[src/rtl/mux_pkg.sv]
// Shared types and constants for the N-way streaming multiplexer.
package mux_pkg;

    typedef enum logic {MODE_FIXED = 1'b0, MODE_RR = 1'b1} mux_mode_t;

    localparam int XFER_CNT_W = 16;

endpackage

[src/rtl/rr_arbiter.sv]
// Combinational round-robin arbiter: searches req starting at ptr, wrapping modulo WAYS.
module rr_arbiter #(
    parameter  int WAYS  = 4,
    localparam int SEL_W = $clog2(WAYS)
) (
    input  logic [WAYS-1:0]  req,
    input  logic [SEL_W-1:0] ptr,
    output logic [WAYS-1:0]  gnt,
    output logic [SEL_W-1:0] idx
);

    // One extra bit so ptr + k cannot overflow before the modulo fold.
    localparam int IW = SEL_W + 1;

    logic [IW-1:0] w_cand;
    logic          w_found;

    // First requester at or after ptr wins; later candidates are ignored.
    always_comb begin
        gnt     = '0;
        idx     = '0;
        w_found = 1'b0;
        w_cand  = '0;
        for (int k = 0; k < WAYS; k++) begin
            w_cand = {1'b0, ptr} + IW'(k);
            if (w_cand >= IW'(WAYS)) begin
                w_cand = w_cand - IW'(WAYS);
            end else begin
                w_cand = w_cand;
            end
            if (!w_found && req[w_cand[SEL_W-1:0]]) begin
                gnt[w_cand[SEL_W-1:0]] = 1'b1;
                idx                    = w_cand[SEL_W-1:0];
                w_found                = 1'b1;
            end else begin
                w_found = w_found;
            end
        end
    end

endmodule

[src/rtl/mux_n_way_stream.sv]
// WAYS-input streaming mux with fixed-select or round-robin grant and a registered output stage.
// Optional transfer counter enabled by defining MUX_XFER_CNT_EN.
module mux_n_way_stream
    import mux_pkg::*;
#(
    parameter  int WIDTH = 16,
    parameter  int WAYS  = 4,
    localparam int SEL_W = $clog2(WAYS)
) (
    input  logic                  clk,
    input  logic                  rst_n,
    input  logic [WAYS*WIDTH-1:0] in_data,
    input  logic [WAYS-1:0]       in_valid,
    output logic [WAYS-1:0]       in_ready,
    input  logic                  mode,
    input  logic [SEL_W-1:0]      select,
    output logic [WIDTH-1:0]      out_data,
    output logic [SEL_W-1:0]      out_chan,
    output logic                  out_valid,
    input  logic                  out_ready
`ifdef MUX_XFER_CNT_EN
    ,
    output logic [XFER_CNT_W-1:0] xfer_count
`endif
);

    logic [WIDTH-1:0] r_out_data;
    logic [SEL_W-1:0] r_out_chan;
    logic             r_out_valid;
    logic [SEL_W-1:0] r_ptr;

    logic [WAYS-1:0]  w_rr_gnt;
    logic [SEL_W-1:0] w_rr_idx;
    logic [WAYS-1:0]  w_grant;
    logic [SEL_W-1:0] w_gidx;
    logic             w_load_ok;
    logic             w_accept;
    logic [WIDTH-1:0] w_sel_data;
    mux_mode_t        w_mode;

    assign w_mode = mux_mode_t'(mode);

    rr_arbiter #(.WAYS(WAYS)) u_rr_arbiter (
        .req (in_valid),
        .ptr (r_ptr),
        .gnt (w_rr_gnt),
        .idx (w_rr_idx)
    );

    // Grant selection: round-robin result or the explicitly selected channel (none if out of range).
    always_comb begin
        w_grant = '0;
        w_gidx  = '0;
        if (w_mode == MODE_RR) begin
            w_grant = w_rr_gnt;
            w_gidx  = w_rr_idx;
        end else if (int'(select) < WAYS) begin
            w_grant[select] = in_valid[select];
            w_gidx          = select;
        end else begin
            w_grant = '0;
            w_gidx  = '0;
        end
    end

    // Holding reset low also blocks acceptance, so no beat is taken while in reset.
    assign w_load_ok  = (!r_out_valid || out_ready) && rst_n;
    assign in_ready   = w_grant & {WAYS{w_load_ok}};
    assign w_accept   = |in_ready;
    assign w_sel_data = in_data[int'(w_gidx)*WIDTH +: WIDTH];

    // Output register and round-robin pointer; a new beat wins over a simultaneous drain.
    always_ff @(posedge clk or negedge rst_n) begin
        if (!rst_n) begin
            r_out_data  <= '0;
            r_out_chan  <= '0;
            r_out_valid <= 1'b0;
            r_ptr       <= '0;
        end else if (w_accept) begin
            r_out_data  <= w_sel_data;
            r_out_chan  <= w_gidx;
            r_out_valid <= 1'b1;
            if (w_mode == MODE_RR) begin
                r_ptr <= (w_gidx == SEL_W'(WAYS - 1)) ? '0 : w_gidx + SEL_W'(1);
            end else begin
                r_ptr <= r_ptr;
            end
        end else if (r_out_valid && out_ready) begin
            r_out_valid <= 1'b0;
        end else begin
            r_out_valid <= r_out_valid;
        end
    end

    assign out_data  = r_out_data;
    assign out_chan  = r_out_chan;
    assign out_valid = r_out_valid;

`ifdef MUX_XFER_CNT_EN
    logic [XFER_CNT_W-1:0] r_xfer_cnt;

    // Counts output handshakes, wrapping naturally at the counter width.
    always_ff @(posedge clk or negedge rst_n) begin
        if (!rst_n) begin
            r_xfer_cnt <= '0;
        end else if (r_out_valid && out_ready) begin
            r_xfer_cnt <= r_xfer_cnt + XFER_CNT_W'(1);
        end else begin
            r_xfer_cnt <= r_xfer_cnt;
        end
    end

    assign xfer_count = r_xfer_cnt;
`endif

endmodule

[config.mk]
export PLATFORM = sky130hd
export DESIGN_NAME = mux_n_way_stream
export DESIGN_NICKNAME = d
export VERILOG_FILES = /design/src/rtl/mux_pkg.sv /design/src/rtl/rr_arbiter.sv /design/src/rtl/mux_n_way_stream.sv
export SDC_FILE = /design/constraint.sdc
export NUM_CORES = 1
export LEC_CHECK = 0
export BUFFER_PORTS_ARGS = -buffer_cell sky130_fd_sc_hd__buf_2
export CELL_PAD_IN_SITES_DETAIL_PLACEMENT = 1
export CELL_PAD_IN_SITES_GLOBAL_PLACEMENT = 1
export CORE_ASPECT_RATIO = 0.7
export CORE_MARGIN = 8
export CORE_UTILIZATION = 35
export CTS_CLUSTER_SIZE = 12
export DETAILED_ROUTE_END_ITERATION = 12
export PLACE_DENSITY_LB_ADDON = 0.1
export SYNTH_ARGS = -nofsm -noshare
export SYNTH_HDL_FRONTEND = slang
export SYNTH_SLANG_ARGS = --single-unit
[constraint.sdc]
create_clock -name clk -period 4 [get_ports clk]
set_clock_uncertainty 0.15 [all_clocks]
set_input_delay 0 -clock clk [delete_from_list [all_inputs] [get_ports clk]]
set_output_delay 0 -clock clk [all_outputs]
set_load 0.005 [all_outputs]
# Word-level counts from Yosys, hierarchy flattened
# Cells that the tools add are included.
[op_classes]
order_cmp = 14
n_div = 0
eq_ne = 1
bitwise = 5
addsub = 8
n_reduce_logical = 18
n_shift = 1
mul = 0
mux = 40
[ops]
columns = ["op", "count"]
rows = [
  ["$shiftx 64x7->16", 1],
  ["$mux 2", 10],
  ["$mux 4", 5],
  ["$lt 2x3->1 const B", 5],
  ["$mux 1", 15],
  ["$or 4x4->4", 3],
  ["$bmux 1 s2", 5],
  ["$demux 1 s2", 5],
  ["$ge 2x1->1 const B", 5],
  ["$logic_and 1x1->1", 10],
  ["$ge 3x3->1 const B", 3],
  ["$and 4x4->4", 2],
  ["$sub 2x1->2 const B", 4],
  ["$add 2x2->3 const B", 2],
  ["$logic_not 1->1", 4],
  ["$reduce_or 4->1", 1],
  ["$add 2x1->3 const B", 1],
  ["$ge 2x3->1 const B", 1],
  ["$add 2x1->2 const B", 1],
  ["$eq 2x2->1 const B", 1],
  ["$reduce_and 2->1", 1],
  ["$reduce_bool 2->1", 1],
  ["$logic_or 1x1->1", 1],
]
[word_totals]
romBits = 0
output_inout_bits = 23
mem_bits_rw = 0
mem_count = 0
ff_bits = 21
latchBits = 0
elab_cells = 91

# Logic depth before layout (Yosys ltp)
# Gate-level depths: netlist (run 1).
[logic_depth]
depth_word = 18
mapped_depth = 14
ltp_nobuf = 10

# By module
# Synthesis (run 1) repeated with hierarchy kept, for this count alone.
[hier_totals]
cells_unflattened = 150
area_unflattened_um2 = 1828.0
[modules_own_cells]
columns = ["module", "instances", "cells_per_inst", "area_per_inst_um2"]
rows = [
  ["mux_n_way_stream", 1, 85, 1338.8],
  ["rr_arbiter", 1, 65, 489.2],
]

# Worst setup path before layout (run 1)
# OpenSTA, ideal clock, no wires.
[synth_path]
path_kind = "flip-flop to flip-flop"
from = "reg r_ptr[0]"
to = "reg r_out_data[10], in the netlist out_data[10]"
stages_incl_launch_ff = 14
setup_time_ns = 0.125
arrival_ns = 3.174
path_buffers = 4
setup_slack_ns = 0.551
cell_sequence = "dfrtp_1 buf_6 inv_1 ha_1 clkbuf_1 mux4_2 a21o_1 o22ai_1 a21oi_1 o2bb2a_4 or4b_1 buf_6 buf_12 mux2_4"
[synth_between]
elab_chain_len = 17
[synth_rtl]
columns = ["item", "line_no", "rtl"]
rows = [
  ["start, declared", "mux_n_way_stream.sv:30", "logic [SEL_W-1:0] r_ptr;"],
  ["start signal, assigned", "mux_n_way_stream.sv:84", "r_ptr <= (w_gidx == SEL_W'(WAYS - 1)) ? '0 : w_gidx + SEL_W'(1);"],
  ["start signal, assigned", "mux_n_way_stream.sv:86", "r_ptr <= r_ptr;"],
  ["parallel branches: the longest is 17 deep, another holds $add 2x1->3", "-", ""],
  ["end signal, assigned", "mux_n_way_stream.sv:80", "r_out_data <= w_sel_data;"],
  ["end, declared", "mux_n_way_stream.sv:27", "logic [WIDTH-1:0] r_out_data;"],
]
# Several ways; the timed one is not identified. The select of a mux whose other input is x is not followed.
# A chain may end at the register's enable or synchronous reset.

# Worst setup path in the final report (run 1)
[layout_path]
from = "reg r_ptr[0]"
to = "reg r_out_data[0], in the netlist out_data[0]"
# Same word-level chain as after synthesis.

==> impl_metrics.yaml, run 1 <==
run_status:
  outcome: "complete, no violations"
floorplanning:
  die_x_um: 110.3
  dieArea_um2: 9049
  die_y_um: 82.03
  start_util_pct: 35.58
  ioPinCount: 97
  fp.coreArea_um2: 6126
  std_cell_rows: 24
detailed_routing:
  wl_per_cell_um: 19.33
  wl_mm: 7.615
  vias: 2201
  drt-vias-per-instance: 5.586
  drc_errors: 0
  ant_nets: 0
  drtIter0Drc: 94
  detail_route.first_pass.iterations: 6
global_route:
  grt_usage_pct: 16.24
  grt-ovfl-total: 0
  antenna_found_initial: 0
  grt_pass1_vias: 2246
  grt_max_degree: 66
  grt_pass1_wl_mm: 11.69
critical_path:
  start_kind: "register"
  required_ns: 4.01
  rrSetupSlack_ns: 0.31
  r2r-start: "r_ptr[0]"
  crit_cells: 10
  end_kind: "register"
  cp_slowest_cell: "a2111oi_1"
  cp.buffers_inverters: 2
  critical_path.max_stage_delay_ns: 0.63
  r2r-end: "out_data[0]"
  path_class: "register to register"
  cp.arrival_ns: 3.70
  crit_path_max_fanout: 17
  worstPathCellList: "inv_1, ha_1, mux4_2, nor2_2, a2111oi_1, o221ai_4, buf_4, and3_1, o32a_1, mux2_2"
  path_delay_family: "compound AO/OA/AOI/OAI gates"
  rr_worst_depth: 10
  cp-endpoint: "out_data[0]"
  cp-startpoint: "r_ptr[0]"
synthesis:
  ys_seq_area_share_pct: 24.11
  synth-async-reset-ratio_pct: 100.0
  yosys_warnings: 0
  ys_top_cells_by_count: "a21boi_0, dfrtp_1, and3_1"
  synth_edf_count: 0
  ys.flop_type: "dfrtp_1"
  syn_inst: 229
  yosysMostFrequentCell: "a21boi_0"
  ys_seq_elements: 21
  synth.avg_cell_area_um2: 9.518
  synth_cell_types: 42
  synth_fp_nets: 311
  synth.cell_area_um2: 2180
  yosysTopAreaCell: "dfrtp_1"
  netlist_top_cells_area: "dfrtp_1, a21boi_0, o32a_1"
  yosysTopAreaCellShare_pct: 24.11
clock_tree:
  insertion_delay_ns: 0.26
  root_buffer: "clkbuf_8"
  clkTransAtPathRegs_ns: 0.08
  tritoncts: "yes"
  htreeDepth: 1
  cts_sinks: 21
  cts_inserted_buffers: 3
  post_cts_buffers: 0
  clock_path_buffers: 2
timing:
  max_freq_mhz: 270.6
  finalCritPeriodShare_pct: 92.37
  report.final.slew_viol_count: 0
  fin_tns_setup_ns: 0
  hold_viol: 0
  min_period_ns: 3.695
  worst_pin_slew_ns: 0.9265
  setup_violations: 0
  rsz0062_at_grt: "false"
  relSlewSlack_pct: 38.23
finish:
  n_antenna_cell: 0
  fin_nets: 399
  drive_gt1_share_pct: 49.05
  fill_cells: 744
  syn2layout_area_growth_pct: 27.78
hold_path:
  hold_class: "primary input to register"
job:
  maxCapViolCount: 0
placement:
  numPortBuffers: 96
  place_congestion: 0.8464
  dp_hpwl_mm: 5.911
pwr:
  leakage_uw: 0.001320
  totalPowerFinal_uw: 1922
  ir_drop_v: 0.0002470
  power.density_nw_per_um2: 690.0
==> worst register-to-register path, stage by stage (launching register included) <==
cell	delay, ns
dfrtp_1	0.36
inv_1	0.11
ha_1	0.50
mux4_2	0.39
nor2_2	0.11
a2111oi_1	0.63
o221ai_4	0.31
buf_4	0.28
and3_1	0.18
o32a_1	0.30
mux2_2	0.27
==> power by group <==
group / switching (uW) / total [uW] / internal, uW
Clock: 74.5 / 146 / 71.1
Combinational: 700 / 1390 / 693
Sequential: 57.0 / 383 / 326
Total: 831 / 1920 / 1090
==> sequential cells by signal, indices dropped and copies added, names as in the netlist <==
signal,count
out_valid,1
r_ptr,2
out_chan,2
out_data,16
==> logic make-up after synthesis <==
kind of cell	after synthesis	share of synthesized area, %
adders and majority gates	8	4.593
muxes	26	16.93
DFF	21	24.11
and+or+nand+nor	51	12.97
buffers and inverters	32	7.520
AOI/OAI and AO/OA	91	33.87
==> through the flow <==
step / instance area (um^2) / setup WS, ns / hold WS (ns) / cells / util (%)
2_1_floorplan: 2180 / 0.5508 / -0.4456 / 229 / -
3_3_place_gp: 2719 / 0.3631 / -0.09959 / 388 / 44.38
3_5_place_dp: 2719 / 0.1931 / -0.09800 / 388 / 44.38
4_1_cts: 2784 / 0.1866 / 0.06046 / 394 / 45.45
5_1_grt: 2785 / 0.1027 / 0.07225 / 394 / 45.47
6_report: 2785 / 0.3050 / 0.06673 / 394 / 45.47
==> cells in the final DEF (no fill, tap or decap), types with 2 or more instances in the layout <==
cell type / n
nand2_1: 14
buf_2: 96
dlygate4sd3_1: 2
nor3_1: 2
and3_1: 18
inv_1: 7
o21a_1: 2
a211oi_1: 2
buf_4: 10
a31o_2: 16
a21boi_0: 33
o32a_1: 16
mux4_2: 4
nand3_1: 3
mux2_4: 9
o21ai_0: 5
mux2_2: 11
mux2i_1: 2
nand3b_1: 2
clkbuf_8: 3
nor2_1: 4
a31oi_1: 2
a21oi_1: 4
ha_1: 8
dfrtp_1: 21
nand2b_1: 2
==> layer usage <==
| layer | routed length (um) | up-vias | global-route usage (%) | part of all wire (%) |
|---|---|---|---|---|
| met2 | 3208 | 65 | 24.26 | 42 |
| met5 | 0 | - | 0 | 0 |
| li1 | - | 1057 | - | - |
| met3 | 636 | 2 | 4.702 | 8.4 |
| met1 | 3762 | 1077 | 23.24 | 49 |
| met4 | 8 | 0 | 1.589 | 0.11 |
==> layout make-up <==
| class | instances | area, um^2 | share of cell area, % |
|---|---|---|---|
| Multi-Input combinational cell | 176 | 1515 | 54.40 |
| Timing Repair Buffer | 108 | 575.6 | 20.66 |
| Sequential cell | 21 | 525.5 | 18.87 |
| Tap cell | 78 | 97.59 | 3.504 |
| Clock buffer | 4 | 45.04 | 1.617 |
| Inverter | 7 | 26.28 | 0.9434 |
==> worst min-delay path by stage <==
stage / startpoint / end / depth (start not counted)
finish: in_data[46] / out_data[14] / 4
global route: in_data[45] / out_data[13] / 4
CTS: in_data[46] / out_data[14] / 4
detailed placement: rst_n / out_data[0] / 2
global placement: rst_n / out_data[0] / 2
floorplan: rst_n / out_chan[0] / 0
==> timing repair <==
| item | 4_1_cts | 5_1_grt |
|---|---|---|
| hold endpoints to repair | 22 | 0 |
| gates resized for setup | 0 | 1 |
| setup endpoints to repair | 0 | 13 |
| hold buffers | 2 | 0 |
Note: power is estimated with default switching activity, not from simulation.
==> inputs of run 2 (changes only) <==
ABC_AREA = 1   (was not set)
CORE_UTILIZATION = 33   (was 35)
PLACE_DENSITY = 0.87   (was not set)
PLACE_DENSITY_LB_ADDON = not set   (was 0.1)
==> impl_metrics.yaml, run 2 <==
run_status:
  outcome: "complete, no violations"
hold_path:
  worstHoldEndpoint: "out_data[5]"
  hold_class: "primary input to register"
  min_from: "in_data[21]"
  hold_depth: 5
detailed_routing:
  detail_route.first_pass.iterations: 4
  wl_per_cell_um: 18.88
  ant_nets: 0
  drc_errors: 0
  drt-vias-per-instance: 5.070
  wl_mm: 10.57
  vias: 2839
  drtIter0Drc: 157
synthesis:
  yosysTopAreaCellShare_pct: 23.95
  synth_cell_types: 32
  syn_inst: 321
  synth_top_family_by_area: "simple AND/OR/NAND/NOR gates"
  yosysMostFrequentCell: "nand2_1"
  synth.area.mux_share_pct: 0
  synth_fp_nets: 403
  ys_top_cells_by_count: "nand2_1, nand3_1, dfrtp_1"
  yosys.area_share.adder_pct: 4.561
  synth_edf_count: 0
  yosys_warnings: 0
  netlist_top_cells_area: "dfrtp_1, nand3_1, nand2_1"
  ys_seq_elements: 21
  synth.avg_cell_area_um2: 6.837
  synth_simple_gate_area_share_pct: 57.47
  synth-async-reset-ratio_pct: 100.0
  yosysTopAreaCell: "dfrtp_1"
  ys_seq_area_share_pct: 23.95
  synth_xor_area_share_pct: 0
  ys.flop_type: "dfrtp_1"
  synth.cell_area_um2: 2195
  synth-compound-area-share_pct: 4.333
finish:
  finish.utilization_pct: 50.46
  syn2layout_area_growth_pct: 51.77
  drive_gt1_share_pct: 31.47
  stdcell_count: 560
  postLayoutCellArea_um2: 3331
  final_common_cell: "nand2_1"
  fin_nets: 547
  largest_register_ff_count: 16
  fill_cells: 867
  layout_common_cells: "nand2_1, buf_2, nand3_1"
placement:
  place_congestion: 0.8888
  placed_cells: 494
  numPortBuffers: 96
  postPlaceCellArea_um2: 2666
  dp_hpwl_mm: 6.507
critical_path:
  start_kind: "register"
  r2r-end: "out_data[14]"
  worstPathCellList: "inv_2, ha_1, inv_1, nand3_1, nand2_1, nand2_2, inv_2, nand2_4, nand3_2, nand3_4, nand2_8, nand2_1, nand3_1, dlygate4sd3_1, nand3_1, nand2_1"
  cp.buffers_inverters: 4
  rr_worst_depth: 16
  required_ns: 4.07
  end_kind: "register"
  cp.arrival_ns: 3.76
  cp_slowest_cell: "dlygate4sd3_1"
  critical_path.max_stage_delay_ns: 0.57
  crit_path_max_fanout: 34
  r2r-start: "r_ptr[1]"
  rrSetupSlack_ns: 0.31
  cp-startpoint: "r_ptr[1]"
  path_class: "register to register"
  path_delay_family: "simple AND/OR/NAND/NOR gates"
pwr:
  leakage_uw: 0.001726
  totalPowerFinal_uw: 2258
  power.density_nw_per_um2: 677.8
  ir_drop_v: 0.0002278
clock_tree:
  root_buffer: "clkbuf_8"
  cts_inserted_buffers: 3
  tritoncts: "yes"
  cts_sinks: 21
  htreeDepth: 1
  clkTransAtPathRegs_ns: 0.10
  insertion_delay_ns: 0.28
  clock_path_buffers: 2
job:
  maxCapViolCount: 0
floorplanning:
  ioPinCount: 97
  start_util_pct: 33.25
  die_x_um: 113.5
  std_cell_rows: 25
  die_y_um: 84.23
  dieArea_um2: 9558
  fp.coreArea_um2: 6600
timing:
  worst_pin_slew_ns: 0.7422
  relSlewSlack_pct: 50.52
  setup_violations: 0
  hold_viol: 0
  fin_tns_setup_ns: 0
  finalCritPeriodShare_pct: 92.16
  rsz0062_at_grt: "false"
  max_freq_mhz: 271.3
  report.final.slew_viol_count: 0
  min_period_ns: 3.686
global_route:
  grt_pass1_vias: 3165
  grt_max_degree: 35
  grt_usage_pct: 22.28
  grt-ovfl-total: 0
  antenna_found_initial: 2
  grt_pass1_wl_mm: 17.11
run 2: final cells by class:
cell class / instances / area (um^2) / area share, %
multi-input combinational: 262 / 1465 / 43.99
clock buffer: 3 / 41.29 / 1.240
timing repair buffer: 156 / 1081 / 32.46
tap: 94 / 117.6 / 3.531
antenna: 2 / 5.005 / 0.1503
clock inverter: 1 / 7.507 / 0.2254
sequential: 21 / 526.8 / 15.82
inverter: 21 / 86.33 / 2.592
run 2: power breakdown:
group | internal, uW | switching (uW)
logic | 647 | 1040
registers | 321 | 93.9
clock network | 70.8 | 85.5
run 2: cells by family after synthesis:
logic type	Yosys count
compound gates	13
flops	21
buf+inv	38
fa+ha+maj	8
simple gates	241
run 2: worst max path at each step:
stage | to | depth (start not counted) | slack (ns)
3_5_place_dp | r_ptr[1] | 15 | 0.52
4_1_cts | out_data[10] | 16 | 0.16
2_1_floorplan | r_ptr[1] | 15 | 1.40
6_report | out_data[14] | 16 | 0.31
3_3_place_gp | r_ptr[1] | 15 | 0.63
5_1_grt | out_data[1] | 15 | 0.08
run 2: worst register-to-register path: cells and delay by family (launching register included):
family	cells	cell delay (ns)
adders and majority gates	1	0.36
buffers and inverters	4	1.02
DFF	1	0.55
and+or+nand+nor	11	1.57
run 2: repair_timing:
action | CTS | global route
setup endpoints to repair | 0 | 16
resized for setup | 0 | 2
hold endpoints to repair | 39 | 0
hold buffers | 60 | 0
buffers inserted | 0 | 0
run 2: stage by stage:
stage / hold slack (ns) / worst slack [ns]
floorplan: -0.4456 / 1.402
global placement: -0.1579 / 0.6315
detailed placement: -0.1523 / 0.5206
CTS: 0.01025 / 0.1574
global route: 0.03535 / 0.07641
finish: 0.005547 / 0.3137
run 2: layer usage:
layer | vias to the layer above | routed length [um] | track usage (%)
li1 | 1350 | - | -
met1 | 1345 | 4398 | 26.15
met2 | 122 | 5046 | 37.12
met3 | 22 | 832 | 6.590
met4 | 0 | 293 | 9.036
met5 | - | 0 | 0
